<file path="config.mk">
export PLATFORM = sky130hd
export DESIGN_NAME = lp_tree_deserializer
export DESIGN_NICKNAME = d
export VERILOG_FILES = /design/src/rtl/lp_tree_deserializer.sv
export SDC_FILE = /design/constraint.sdc
export NUM_CORES = 1
export LEC_CHECK = 0
export BUFFER_PORTS_ARGS = -buffer_cell sky130_fd_sc_hd__buf_2
export CAP_MARGIN = 0
export CORE_UTILIZATION = 60
export DETAILED_ROUTE_END_ITERATION = 16
export GPL_ROUTABILITY_DRIVEN = 0
export HOLD_SLACK_MARGIN = 0.15
export PLACE_DENSITY_LB_ADDON = 0.2
export REMOVE_ABC_BUFFERS = 1
export SLEW_MARGIN = 5
export SYNTH_ARGS = -nofsm -noshare
export SYNTH_HDL_FRONTEND = slang
export SYNTH_SLANG_ARGS = --single-unit
</file>
<file path="constraint.sdc">
create_clock -name CLK -period 4.3 [get_ports CLK]
set_input_delay 0.43 -clock CLK [delete_from_list [all_inputs] [get_ports CLK]]
set_output_delay 0.43 -clock CLK [all_outputs]
set_load 0.02 [all_outputs]
</file>
<file path="src/rtl/lp_tree_deserializer.sv">
// lp_tree_deserializer
//   Receive side of the 16:1 low-power tree serializer. Samples one serial bit
//   per CLK edge and finds frame boundaries by hunting for SYNC_WORD while
//   ALIGN_EN is high. Once locked, it presents each aligned frame on PAR_OUT
//   with a one-cycle PAR_VALID strobe, and it counts lock losses.
//
// Ports
//   CLK        bit clock (one serial bit per rising edge)
//   RESET      synchronous, active-high reset
//   SERIAL_IN  serial data; the first bit of a frame is bit 0
//   ALIGN_EN   high while the link carries SYNC_WORD training
//   PAR_OUT    last completed frame (registered, held between strobes)
//   PAR_VALID  one-cycle strobe; PAR_OUT was updated this cycle
//   LOCKED     high while in the LOCKED state
//   ERR_CNT    lock-loss counter, saturates at 255
module lp_tree_deserializer #(
   parameter int                    INPUTS_NUM  = 16,
   parameter logic [INPUTS_NUM-1:0] SYNC_WORD   = 16'hA5C3,
   parameter int                    LOCK_FRAMES = 2
) (
   input  logic                  CLK,
   input  logic                  RESET,
   input  logic                  SERIAL_IN,
   input  logic                  ALIGN_EN,
   output logic [INPUTS_NUM-1:0] PAR_OUT,
   output logic                  PAR_VALID,
   output logic                  LOCKED,
   output logic [7:0]            ERR_CNT
);

   localparam int BCW = $clog2(INPUTS_NUM);

   localparam logic [1:0] ST_HUNT   = 2'd0;
   localparam logic [1:0] ST_VERIFY = 2'd1;
   localparam logic [1:0] ST_LOCKED = 2'd2;

   logic [1:0]            state;
   logic [INPUTS_NUM-1:0] sr;
   logic [INPUTS_NUM-1:0] word_next;
   logic [BCW-1:0]        bit_cnt;
   logic [3:0]            match_cnt;
   logic                  boundary;
   logic                  sync_hit;

   // LSB-first: the newest bit enters at the top, so after a full frame
   // bit 0 of that frame sits at word_next[0].
   assign word_next = {SERIAL_IN, sr[INPUTS_NUM-1:1]};
   assign boundary  = (bit_cnt == BCW'(INPUTS_NUM - 1));
   assign sync_hit  = (word_next == SYNC_WORD);
   assign LOCKED    = (state == ST_LOCKED);

   always_ff @(posedge CLK) begin
      if (RESET) begin
         state     <= ST_HUNT;
         sr        <= '0;
         bit_cnt   <= '0;
         match_cnt <= '0;
         PAR_OUT   <= '0;
         PAR_VALID <= 1'b0;
         ERR_CNT   <= '0;
      end else begin
         sr        <= word_next;
         bit_cnt   <= bit_cnt + BCW'(1);
         PAR_VALID <= 1'b0;
         case (state)
            ST_HUNT: begin
               // A match realigns the frame counter: the next sampled bit is
               // bit 0 of a fresh frame. ALIGN_EN low suppresses the match.
               if (ALIGN_EN && sync_hit) begin
                  bit_cnt   <= '0;
                  match_cnt <= 4'd1;
                  state     <= (LOCK_FRAMES == 1) ? ST_LOCKED : ST_VERIFY;
               end
            end
            ST_VERIFY: begin
               if (!ALIGN_EN) begin
                  state     <= ST_HUNT;
                  match_cnt <= '0;
               end else if (boundary) begin
                  if (sync_hit) begin
                     match_cnt <= match_cnt + 4'd1;
                     if (match_cnt + 4'd1 == 4'(LOCK_FRAMES))
                        state <= ST_LOCKED;
                  end else begin
                     state     <= ST_HUNT;
                     match_cnt <= '0;
                  end
               end
            end
            ST_LOCKED: begin
               if (boundary) begin
                  // Every frame is emitted, including sync words and the
                  // mismatching word that drops lock.
                  PAR_OUT   <= word_next;
                  PAR_VALID <= 1'b1;
                  if (ALIGN_EN && !sync_hit) begin
                     state     <= ST_HUNT;
                     match_cnt <= '0;
                     if (ERR_CNT != 8'hFF)
                        ERR_CNT <= ERR_CNT + 8'd1;
                  end
               end
            end
            default: begin
               state     <= ST_HUNT;
               match_cnt <= '0;
            end
         endcase
      end
   end

endmodule

</file>
Yosys cells after proc, flatten, opt, wreduce, memory -nomap -nowiden
Cells that the tools add are included.
{"block": "classes", "n_addsub": 3, "eq_ne": 11, "mux": 18, "bitwise_logic": 1, "reduce_logical": 9}
{"op": "4-bit two-way mux", "count": 8}
{"op": "16-bit equality test (second input constant)", "count": 1}
{"op": "2-bit two-way mux", "count": 7}
{"op": "4-bit one-hot mux with 3 select lines", "count": 1}
{"op": "4-bit by 1-bit adder with 4-bit output (second input constant)", "count": 2}
{"op": "8-bit by 1-bit adder with 8-bit output (second input constant)", "count": 1}
{"op": "8-bit inequality test (second input constant)", "count": 1}
{"op": "4-bit AND reduction", "count": 2}
{"op": "2-bit one-hot mux with 3 select lines", "count": 1}
{"op": "5-bit AND reduction", "count": 1}
{"op": "4-bit by 2-bit equality test with 1-bit output (second input constant)", "count": 1}
{"op": "4-bit equality test (second input constant)", "count": 1}
{"op": "2-bit by 1-bit inequality test with 1-bit output (second input constant)", "count": 2}
{"op": "4-bit inequality test (second input constant)", "count": 1}
{"op": "3-bit inequality test (second input constant)", "count": 1}
{"op": "2-bit by 1-bit equality test with 1-bit output (second input constant)", "count": 1}
{"op": "2-bit equality test (second input constant)", "count": 1}
{"op": "1-bit logical AND", "count": 2}
{"op": "2-bit zero test", "count": 1}
{"op": "2-bit inequality test (second input constant)", "count": 1}
{"op": "2-bit AND reduction", "count": 1}
{"op": "2-bit OR reduction", "count": 1}
{"op": "1-bit zero test", "count": 1}
{"op": "1-bit two-way mux", "count": 1}
{"op": "1-bit inverter", "count": 1}
{"block": "totals", "regBits": 51, "input_bits": 4, "output_inout_bits": 26, "wordCells": 49}

Longest topological paths before layout
Gate-level depths: netlist of the first run.
{"block": "logic_depth", "depth_word": 7, "ltp_mapped": 7, "depth_no_buf": 6}

Worst setup path before layout of the first run
No wires, ideal clock.
{"block": "synth_path", "path_type": "flip-flop to flip-flop", "from": "reg ERR_CNT[0]", "to": "reg ERR_CNT[5]", "setup_time_ns": 0.123, "t_arrival_ns": 1.905, "t_required_ns": 4.177, "slack_ns": 2.271, "stages_incl_launch_ff": 7, "n_path_buf": 1, "path_cell_list": "dfxtp_1 ha_1 and3_1 a211o_1 clkbuf_1 nor4_2 mux2_1"}
{"block": "synth_via", "elab_chain_len": 2, "elab_cells_between_ends": 3, "classes_between": "add/sub (1); eq/ne (1); reduce/logical (1)"}
{"item": "start, declared", "line_no": "28", "text": "output logic [7:0] ERR_CNT"}
{"item": "start signal, assigned", "line_no": "100", "text": "ERR_CNT <= ERR_CNT + 8'd1;"}
{"item": "branches (longest 2 deep; another with 8-bit by 1-bit adder with 8-bit output)"}
Several ways; the timed one is not identified.
A chain may end at the register's enable or synchronous reset.

Worst setup path after layout of the first run
{"block": "layout_path", "from": "reg sr[4]", "to": "reg ERR_CNT[5]"}
{"block": "layout_via", "elab_chain_len": 4}
{"item": "start, declared", "line_no": "38", "text": "logic [INPUTS_NUM-1:0] sr;"}
{"item": "start signal, assigned", "line_no": "62", "text": "sr <= word_next;"}
{"item": "16-bit equality test", "line_no": "49", "text": "assign sync_hit = (word_next == SYNC_WORD);"}
{"item": "1-bit zero test", "line_no": "96", "text": "if (ALIGN_EN && !sync_hit) begin"}
{"item": "1-bit logical AND", "line_no": "96"}
{"item": "4-bit AND reduction (no source line)"}
No other way between the ends.

==> results.md, run 1 <==
- Outcome: complete, no violations
- Crit path max fanout: 16
- Via density: approximately 5.6
- Lkg Pwr: 0.891 nW
- Post-synthesis sequential area ratio: 49.2%
- Worst-skew pair later-pin latency: 0.38 ns
- Post-CTS setup buffer count: 0
- RR Endpoint: ERR_CNT[5]
- Largest net degree at the start of global routing: 50
- Die W: about 60 um
- Setup Viol. Count Final: 0
- Reg2reg path depth: 4
- Drt drc: 0
- Grt met3 use: between 5 and 6%
- H-Tree Level Count: 2
- Worst-case vdd ir drop: 255 uV
- Mapped Cells: approximately 230
- # nets final: 260
- Post-synth cell types: 40
- Reg2reg start: sr[4]
- Slew Limit Headroom: approximately a third
- Hold Slack: roughly 0.32 ns
- Avg WL per Cell: ~13 um
- Max-cap violation count: 0
- Reg2reg setup slack: between 2 and 2.5 ns
- DR pass1 iterations: 5
- Fmax: 450 MHz
- Hold Crit Depth: 2
- Post-Syn Area: slightly above 2000 um^2
- Cts repair resizes: 0
- RSZ-0062 raised after global routing: no
- Port Buffer Count: 29
- HPWL reported at the end of detailed placement: 2500 um
- Rows: 20
- Ys Warns: 0
- Flops & latches, synth: 50
- Crit path max-delay family: simple AND/OR/NAND/NOR gates
- GR Util met2: ~36%
- Drt initial violations: 85
- Min-delay worst type: primary input to register
- Startpoint types: register
- Die ar.: ~3600 um^2
- Synth area leader: dfxtp_1
- Hold Crit Start: SERIAL_IN
- Die Ht: 60.3 um
- Initial antenna violation count: 0
- Pwr dens: around 340 nW/um^2
- Hold_buf cts: 0
- Final global-route overflow total: 0
- Final Hold Viols: 0
- Period utilization: 51.6%
- Slew Limit Fails: 0
- Via Count: approximately 1700
- Global routing usage on met1: a little under a third
- I/O pins: 30
- Crit end category: register
- Overall Global Routing Usage: approximately a quarter
- Worst Path Required: ~4.6 ns
- WHS Endpoint: sr[15]
- Share of the synthesized area in the top cell type: 49.2%
- CP bufs+invs: 0
- CTS clk-pin slew, worst paths: ~0.15 ns
- Setup Skew: about 0.014 ns
- Core area: 3130 um^2
- CTS Sinks: 50
- CTS tree: done
- CP Cell Sequence: or4b_1 -> o41ai_4 -> nor4_2 -> mux2_1
- Initial Util: between 60% and 70%
- Final wirelength: between 3000 and 4000 um
- Crit path DAT: approximately 2.5 ns
- Transition time of the tightest slew-check pin: 1.02 ns
- CP peak stage delay: between 0.6 and 0.7 ns
- Antenna-violating nets left: 0
- Clock Tree Root: clkbuf_4
- Slowest CP cell: or4b_1
- Syn Area/Cell: 9.01 um^2
- GR peak layer: met2
- Setup tns final: 0 ns
- Max clock buf depth: 2
- Vias in the first global route: roughly 1400
- Share of cells above drive strength 1: between 15 and 20%
- Total CTS buffers: 5
- Global-route wire length before repair: approximately 6300 um
- Top cells by area, synth: dfxtp_1 49%, nand2_1 6.6%, a21oi_1 6.4%, nor2b_1 4.9%, o31ai_1 2.6%
- Fin crit period: 2.22 ns
- Worst Setup Path Type: register to register
- Area delta synth->final: 11.8%
- Antenna Cells: 0
==> stage by stage <==
step           total power, mW  cells  area [um^2]  util, %  setup slack, ns
6_report                 0.773    297         2280     72.8             2.08
3_5_place_dp             0.501    289         2190     70.0             2.10
4_1_cts                  0.776    297         2280     72.8             2.08
3_3_place_gp             0.500    289         2190     70.0             2.15
5_1_grt                  0.797    297         2280     72.8             1.93
2_1_floorplan            0.490    216         1990        -             2.23
==> layout by cell type (no fill, tap or decap), types with 2 or more instances in the layout <==
cell type,instances
a211o_1,2
a21oi_1,26
a31o_2,2
and3_1,3
buf_2,29
clkbuf_4,5
dfxtp_1,50
ha_1,4
inv_1,9
nand2_1,36
nand3_1,9
nand4_1,3
nand4b_1,3
nor2_1,10
nor2b_1,16
nor3_1,3
o211ai_1,3
o21ai_0,4
o31ai_1,7
or3_1,2
or4_1,4
or4_2,2
xor2_1,2
==> synth_stat cells, drive strengths merged <==
cell type	instances
dfxtp	50
nand2	36
a21oi	26
nor2b	16
nor2	10
inv	9
nand3	9
clkbuf	8
o31ai	7
or4	6
o21ai	5
ha	4
and3	3
nand4	3
nand4b	3
nor3	3
nor4	3
o211ai	3
a211o	2
a31o	2
buf	2
or3	2
or4b	2
xor2	2
a211oi	1
and3b	1
and4	1
mux2	1
nand2b	1
o2111ai	1
o22ai	1
o32ai	1
o41ai	1
xnor2	1
==> sequential cells by signal, indices dropped and copies added, names as in the netlist <==
signal     cells
PAR_OUT       16
ERR_CNT        8
match_cnt      4
sr            15
state          2
bit_cnt        4
PAR_VALID      1
==> per-layer routing <==
metal / vias to the layer above / share of wire [%]
met1: 764 / 49
met3: 5 / 3.6
met2: 30 / 46
met5: - / 0
li1: 852 / -
met4: 0 / 1.4
==> how the worst max path moves through the flow <==
stage / start / end / depth (start not counted)
after CTS: sr[4] / ERR_CNT[5] / 4
final: sr[4] / ERR_CNT[5] / 4
after floorplan: ERR_CNT[0] / ERR_CNT[3] / 5
after global placement: sr[4] / ERR_CNT[5] / 4
after detailed placement: SERIAL_IN / ERR_CNT[5] / 5
after global routing: sr[4] / ERR_CNT[5] / 4
==> cell families (layout without fill, tap and decap cells) <==
kind of cell             after synthesis  after routing  synth area share (%)
XOR/XNOR                               3              3                  1.29
AND/OR/NAND/NOR                       99             99                  26.7
flip-flops                            50             50                  49.2
adder cells (fa/ha/maj)                4              4                  2.46
multiplexers                           1              1                 0.553
AO/OA/AOI/OAI                         50             50                  15.9
buffers and inverters                 19             46                  3.87
==> power breakdown <==
part           internal [mW]  switching, mW  total (mW)
Sequential             0.467        0.00277       0.470
Clock                  0.126          0.156       0.282
Combinational        0.00626         0.0145      0.0207
==> worst register-to-register path, stage by stage (launching register included) <==
cell	delay, ns
dfxtp_1	0.35
or4b_1	0.66
o41ai_4	0.65
nor4_2	0.13
mux2_1	0.33
==> final cells by class <==
class                   count  area (um^2)
clock buffers               5         37.5
clock inverters             3         47.5
fillers                   268          852
inverters                   9         33.8
multi-input cells         157          956
flip-flops and latches     50         1000
well taps                  44         55.1
repair buffers             29          145
Power figures use the tool's default switching activity.
==> run 2, diff against run 1 <==
--- a/config.mk
+++ b/config.mk
@@ -7,7 +7,7 @@
 export LEC_CHECK = 0
 export BUFFER_PORTS_ARGS = -buffer_cell sky130_fd_sc_hd__buf_2
 export CAP_MARGIN = 0
-export CORE_UTILIZATION = 60
+export CORE_UTILIZATION = 55
 export DETAILED_ROUTE_END_ITERATION = 16
 export GPL_ROUTABILITY_DRIVEN = 0
 export HOLD_SLACK_MARGIN = 0.15
==> constraint.sdc (replaced) <==
create_clock -name CLK -period 2.3 [get_ports CLK]
set_input_delay 0.23 -clock CLK [delete_from_list [all_inputs] [get_ports CLK]]
set_output_delay 0.23 -clock CLK [all_outputs]
set_load 0.02 [all_outputs]
==> run 2 against run 1 <==
Compared with the run above:
- flip-flop and latch count unchanged
- cell count up 2.4%
- largest power group unchanged
- critical endpoint is now ERR_CNT[3]
- sequential share of layout area down 1.0 points
==> results.md, run 2 (synthesis results as in run 1) <==
- Outcome: complete, no violations
- Leading registers by flop count: PAR_OUT x16, sr x15, ERR_CNT x8
- CP Cell Sequence: ha_1 -> and3_1 -> a211o_1 -> or4_2 -> a21oi_1
- Fin crit period: 2.15 ns (-0.0663 ns)
- Setup Viol. Count Final: 0 (unchanged)
- CP peak stage delay: 0.65 ns (about the same)
- CTS clk-pin slew, worst paths: 0.09 ns (-0.06 ns)
- # nets final: 265 (+1.9%)
- Hold_buf cts: 0 (unchanged)
- Initial antenna violation count: 0 (unchanged)
- Total power: 1.46 mW (+89%)
- Worst Path Required: 2.53 ns (-2.04 ns)
- Lkg Pwr: 0.922 nW (+3.4%)
- CTS Sinks: 50 (unchanged)
- Area delta synth->final: 14.5%
- DR pass1 iterations: 4 (-1)
- Slowest CP cell: or4_2
- Via density: 5.55 (-0.17%)
- Setup Skew: 0.00497 ns (-0.00949 ns)
- Die Ht: 62.8 um (+4.3%)
- Final instance area: 2330 um^2 (+2.4%)
- Die W: 62.8 um (+4.3%)
- Die ar.: 3950 um^2 (+8.8%)
- Most frequent cells in the layout: 50 x dfxtp_1, 36 x nand2_1, 29 x buf_2, 26 x a21oi_1, 16 x nor2b_1
- WHS Endpoint: sr[15]
- Post-CTS setup buffer count: 0 (unchanged)
- Reg2reg setup slack: 0.15 ns (-1.93 ns)
- Crit path DAT: 2.38 ns (-0.11 ns)
- H-Tree Level Count: 2 (unchanged)
- Global-route wire length before repair: 6760 um (+7.8%)
- Worst-case vdd ir drop: 407 uV (+60%)
- Core area: 3440 um^2 (+10%)
- Dpl cell area: 2230 um^2 (+1.8%)
- CP bufs+invs: 0 (unchanged)
- Reg2reg path depth: 5 (+1)
- Max clock buf depth: 2 (unchanged)
- Hold Crit Depth: 2 (unchanged)
- Min-delay worst type: primary input to register
- CTS tree: done
- Slew Limit Fails: 0 (unchanged)
- Slew Limit Headroom: 55.7% (+24 points)
- Cts repair resizes: 0 (unchanged)
- Overall Global Routing Usage: 21.4% (-1.9 points)
- Final global-route overflow total: 0 (unchanged)
- Drt initial violations: 134 (+58%)
- Most flop-heavy register: PAR_OUT
- Vias in the first global route: 1531 (+7.5%)
- Final Hold Viols: 0 (unchanged)
- Via Count: 1687 (+2.2%)
- Period utilization: 93.7% (+42 points)
- I/O pins: 30 (unchanged)
- Port Buffer Count: 29 (unchanged)
- Max FFs per register: 16 (unchanged)
- RR Endpoint: ERR_CNT[3]
- Fmax: 464 MHz (+3.1%)
- Startpoint types: register
- HPWL reported at the end of detailed placement: 2610 um (+4.3%)
- Worst-skew pair later-pin latency: 0.30 ns (-0.08 ns)
- Reg2reg start: ERR_CNT[0]
- RSZ-0062 raised after global routing: no
- Antenna Cells: 0 (unchanged)
- Pwr dens: 626 nW/um^2 (+84%)
- Avg WL per Cell: 12.6 um (-0.72%)
- Max-cap violation count: 0 (unchanged)
- Drt drc: 0 (unchanged)
- Most common cell after layout, fill and taps aside: dfxtp_1
- Largest net degree at the start of global routing: 39 (-22%)
- Crit path max-delay family: simple AND/OR/NAND/NOR gates
- Initial Util: 59.1% (-5.9 points)
- Setup tns final: 0 ns (unchanged)
- Transition time of the tightest slew-check pin: 0.664 ns (-0.361 ns)
- Clock Tree Root: clkbuf_8
- Rows: 21 (+5.0%)
- Antenna-violating nets left: 0 (unchanged)
- Hold Crit Start: SERIAL_IN
- Total CTS buffers: 5 (unchanged)
- Final wirelength: 3820 um (+1.6%)
- Crit end category: register
- Crit path max fanout: 15 (-1)
- Share of cells above drive strength 1: 19.4% (+1.6 points)
- Worst Setup Path Type: register to register
## run 2: cell count changes in the layout (fill, tap and decap cells not counted), sizes merged
cell / change
clkbuf: +1
bufinv: -1
buf: +5
inv: -1
clkinv: +1
## run 2: worst max path at each step
stage,from,end,slack [ns],cells past startpoint
after global routing,ERR_CNT[0],ERR_CNT[3],0.05,5
after floorplan,ERR_CNT[0],ERR_CNT[3],0.23,5
after global placement,ERR_CNT[0],ERR_CNT[4],0.25,5
after CTS,ERR_CNT[0],ERR_CNT[4],0.15,5
final,ERR_CNT[0],ERR_CNT[3],0.15,5
after detailed placement,ERR_CNT[0],ERR_CNT[3],0.20,5
## run 2: per-layer routing
metal / vias to the layer above / track usage, % / wire, um
li1: 860 / - / -
met1: 786 / 28.6 / 1860
met2: 39 / 33.8 / 1810
met3: 2 / 4.93 / 132
met4: 0 / 7.27 / 20
met5: - / 0 / 0
## run 2: metrics by stage
stage | setup WS (ns) | utilization, % | hold slack [ns] | cells
5_1_grt | 0.0537 | 67.7 | 0.208 | 304
6_report | 0.146 | 67.7 | 0.207 | 304
3_3_place_gp | 0.247 | 64.8 | 0.437 | 296
4_1_cts | 0.145 | 67.7 | 0.197 | 304
2_1_floorplan | 0.228 | - | 0.299 | 216
3_5_place_dp | 0.198 | 64.8 | 0.445 | 296
## run 2: worst reg2reg max path: cells and delay by family, from the launching register on
| family | cells | cell delay (ns) |
|---|---|---|
| adder cells (fa/ha/maj) | 1 | 0.26 |
| AND/OR/NAND/NOR | 2 | 0.85 |
| AO/OA/AOI/OAI | 2 | 0.61 |
| flip-flops | 1 | 0.38 |
## run 2: layout make-up
| class | instances | area (um^2) |
|---|---|---|
| Timing Repair Buffer | 34 | 183 |
| Sequential cell | 50 | 1000 |
| Clock inverter | 2 | 17.5 |
| Tap cell | 46 | 57.6 |
| Multi-Input combinational cell | 157 | 956 |
| Fill cell | 307 | 1110 |
| Inverter | 9 | 33.8 |
| Clock buffer | 6 | 82.6 |
## run 2: power breakdown
group / leakage (nW) / internal (mW) / switching [mW]
Sequential: 0.404 / 0.872 / 0.00532
Clock: 0.0514 / 0.248 / 0.291
Combinational: 0.467 / 0.0139 / 0.0288
==> run 3, diff against run 2 <==
--- a/config.mk
+++ b/config.mk
@@ -5,11 +5,13 @@
 export SDC_FILE = /design/constraint.sdc
 export NUM_CORES = 1
 export LEC_CHECK = 0
-export BUFFER_PORTS_ARGS = -buffer_cell sky130_fd_sc_hd__buf_2
+export ABC_AREA = 1
 export CAP_MARGIN = 0
-export CORE_UTILIZATION = 55
+export CORE_UTILIZATION = 61
 export DETAILED_ROUTE_END_ITERATION = 16
+export DONT_BUFFER_PORTS = 1
 export GPL_ROUTABILITY_DRIVEN = 0
+export GPL_TIMING_DRIVEN = 0
 export HOLD_SLACK_MARGIN = 0.15
 export PLACE_DENSITY_LB_ADDON = 0.2
 export REMOVE_ABC_BUFFERS = 1
==> run 3 against run 2 <==
Compared with the run above:
- clock skew up 0.0014 ns
- utilization is 1.4 points higher
- global-route usage rose by 0.19 points
- worst setup slack improved by 0.19 ns
- critical endpoint is now ERR_CNT[4]
- die area down 9.9%
- critical path depth increased by 3
- via count fell by 9.6%
- hold slack lost 0.035 ns
- clock power fell by 21%
- final area decreased by 8.1%
==> results.md, run 3 <==
- Global-route wire length before repair: 5810 um (-14%)
- Leading registers by flop count: PAR_OUT x16, sr x15, ERR_CNT x8
- Post-Syn Area: 2030 um^2 (-0.43%)
- Total power: 1.67 mW (+14%)
- CTS tree: done
- Startpoint types: register
- Outcome: complete, no violations
- Reg2reg start: bit_cnt[0]
- RSZ-0062 raised after global routing: no
- Worst-case vdd ir drop: 498 uV (+22%)
- Slowest CP cell: nor2_4
- GR Util met2: 34.8% (+0.93 points)
- Antenna Cells: 0 (unchanged)
- Total CTS buffers: 5 (unchanged)
- RR Endpoint: ERR_CNT[4]
- Most common cell after layout, fill and taps aside: dfxtp_1
- Placed insts: 289 (-2.4%)
- Die W: 59.6 um (-5.1%)
- Share of cells above drive strength 1: 14.4% (-5.0 points)
- Mapped Cells: 253 (+12%)
- Hold Crit Start: ALIGN_EN
- Setup tns final: 0 ns (unchanged)
- Transition time of the tightest slew-check pin: 0.794 ns (+0.130 ns)
- Drt drc: 0 (unchanged)
- Main flop type after synthesis: dfxtp_1
- Top-count cell post-synth: dfxtp_1
- Vias in the first global route: 1391 (-9.1%)
- Core area: 3100 um^2 (-9.9%)
- Top cells by area, synth: dfxtp_1 49%, nor2_1 8.0%, inv_1 6.1%, a21oi_1 5.9%, o21ai_0 4.4%
- Clock Tree Root: clkbuf_4
- Worst Path Required: 2.52 ns (about the same)
- Reg2reg path depth: 8 (+3)
- Max-cap violation count: 0 (unchanged)
- H-Tree Level Count: 2 (unchanged)
- Overall Global Routing Usage: 21.6% (+0.19 points)
- Fmax: 510 MHz (+9.9%)
- Synth area leader: dfxtp_1
- Area of the multi-input gates: 855 um^2 (-11%)
- Crit path max-delay family: simple AND/OR/NAND/NOR gates
- Drt initial violations: 48 (-64%)
- Setup Viol. Count Final: 0 (unchanged)
- Period utilization: 85.2% (-8.5 points)
- GR peak layer: met2
- Worst Setup Path Type: register to register
- Finished Layout Cells: 301 (-0.99%)
- Area delta synth->final: 5.74%
- Post-synthesis compound-gate area fraction: 14.7% (-1.2 points)
- Antenna-violating nets left: 0 (unchanged)
- Die Ht: 59.6 um (-5.1%)
- Dpl cell area: 2040 um^2 (-8.6%)
- Most frequent cells in the layout: 50 x dfxtp_1, 43 x nor2_1, 33 x inv_1, 24 x a21oi_1, 23 x nand2_1
- Ys async rst share: 0% (unchanged)
- Post-synth EDFFs: 0 (unchanged)
- Die ar.: 3560 um^2 (-9.9%)
- Final global-route overflow total: 0 (unchanged)
- HPWL reported at the end of detailed placement: 2190 um (-16%)
- CP Cell Sequence: ha_1 -> nand3_1 -> nor2_4 -> nand2_2 -> nor2_4 -> nand2_1 -> nor3_1 -> nor3_1
- # nets final: 264 (-0.38%)
- Via Count: 1525 (-9.6%)
- Port Buffer Count: 0 (-100%)
- Min-delay worst type: primary input to register
- Hold Crit Depth: 4 (+2)
- Area share of fa/ha/maj cells after synthesis: 2.47% (+0.011 points)
- CTS clk-pin slew, worst paths: 0.14 ns (+0.05 ns)
- CP peak stage delay: 0.41 ns (-0.24 ns)
- Post-synthesis sequential area ratio: 49.4% (+0.21 points)
- Crit path DAT: 2.18 ns (-0.20 ns)
- Synth Area in XOR/XNOR: 1.73% (+0.44 points)
- Pwr dens: 778 nW/um^2 (+24%)
- Slew Limit Fails: 0 (unchanged)
- Slew Limit Headroom: 46.9% (-8.8 points)
- Reg area: 1000 um^2 (unchanged)
- Mux contribution to synthesized area: 0% (-0.55 points)
- Cts repair resizes: 0 (unchanged)
- DR pass1 iterations: 4 (unchanged)
- Final Hold Viols: 0 (unchanged)
- Setup Skew: 0.00633 ns (+0.00136 ns)
- Final instance area: 2140 um^2 (-8.1%)
- Most flop-heavy register: PAR_OUT
- Largest net degree at the start of global routing: 35 (-10%)
- Synth Area in Simple Gates: 23.0% (-3.8 points)
- Grt met3 use: 5.90% (+0.97 points)
- Max clock buf depth: 2 (unchanged)
- Post-synth cell types: 30 (-25%)
- Max FFs per register: 16 (unchanged)
- Avg WL per Cell: 11.5 um (-8.7%)
- Via density: 5.07 (-8.7%)
- Share of the synthesized area in the top cell type: 49.4% (+0.21 points)
- Commonest cells in the netlist: 50 x dfxtp_1, 43 x nor2_1, 33 x inv_1, 24 x a21oi_1, 23 x nand2_1
- Flops & latches, synth: 50 (unchanged)
- I/O pins: 30 (unchanged)
- Initial antenna violation count: 0 (unchanged)
- Global routing usage on met1: 27.7% (-0.84 points)
- CP bufs+invs: 0 (unchanged)
- Fin crit period: 1.96 ns (-0.195 ns)
- Syn Area/Cell: 8.01 um^2 (-11%)
- Reg2reg setup slack: 0.34 ns (+0.19 ns)
- Main combinational cell family by area after synthesis: simple AND/OR/NAND/NOR gates
- Fillers: 285 (-7.2%)
- Crit path max fanout: 17 (+2)
- Rows: 20 (-4.8%)
- Final wirelength: 3450 um (-9.6%)
- Crit end category: register
- WHS Endpoint: ERR_CNT[7]
- Ys Warns: 0 (unchanged)
- Worst-skew pair later-pin latency: 0.35 ns (+0.05 ns)
- Lkg Pwr: 0.878 nW (-4.8%)
- Initial Util: 65.3% (+6.2 points)
- CTS Sinks: 50 (unchanged)
[run 3: final cells by class]
class                      count  area share, %
inverter                      36           6.30
tap                           44           2.57
multi-input combinational    160           39.9
clock buffer                   6           2.39
timing repair buffer           3           1.40
sequential                    50           46.7
clock inverter                 2          0.759
[run 3: cells by family after synthesis]
family | after synthesis
buffers and inverters | 44
adder cells (fa/ha/maj) | 4
XOR/XNOR | 4
flip-flops | 50
AO/OA/AOI/OAI | 53
AND/OR/NAND/NOR | 98
[run 3: per-stage QoR]
| stage | setup slack (ns) | hold WS, ns | util [%] |
|---|---|---|---|
| 3_3_place_gp | 0.320 | 0.303 | 65.7 |
| 3_5_place_dp | 0.280 | 0.304 | 65.7 |
| 4_1_cts | 0.221 | 0.162 | 68.9 |
| 5_1_grt | 0.101 | 0.182 | 69.1 |
| 2_1_floorplan | 0.580 | 0.299 | - |
| 6_report | 0.341 | 0.172 | 69.1 |
[run 3: routing by layer]
layer  part of all wire (%)  routed length [um]
met5                      0                   0
met4                   0.61                  21
met3                    3.6                 125
met2                     46                1580
met1                     50                1730
[run 3: repair_timing]
item	in CTS	in global routing
buffers inserted	0	0
endpoints found under the setup margin	0	1
endpoints found under the hold margin	22	0
hold buffers	3	0
[run 3: worst reg2reg max path: cells and delay by family, from the launching register on]
family,cells,cell delay (ns)
simple gates,7,1.27
flops,1,0.38
fa+ha+maj,1,0.19
[run 3: worst max path at each step]
stage / from / endpoint / slack (ns) / depth (start not counted)
after detailed placement: bit_cnt[0] / ERR_CNT[5] / 0.28 / 8
after global routing: bit_cnt[0] / ERR_CNT[4] / 0.10 / 8
after CTS: bit_cnt[0] / ERR_CNT[6] / 0.22 / 7
after global placement: bit_cnt[0] / ERR_CNT[2] / 0.32 / 8
after floorplan: bit_cnt[0] / ERR_CNT[2] / 0.58 / 8
final: bit_cnt[0] / ERR_CNT[4] / 0.34 / 8
[run 3: report_power, final]
part,internal (mW),total (mW),switching (mW)
sequential,0.909,0.951,0.0426
combinational,0.105,0.290,0.186
clock,0.153,0.426,0.272
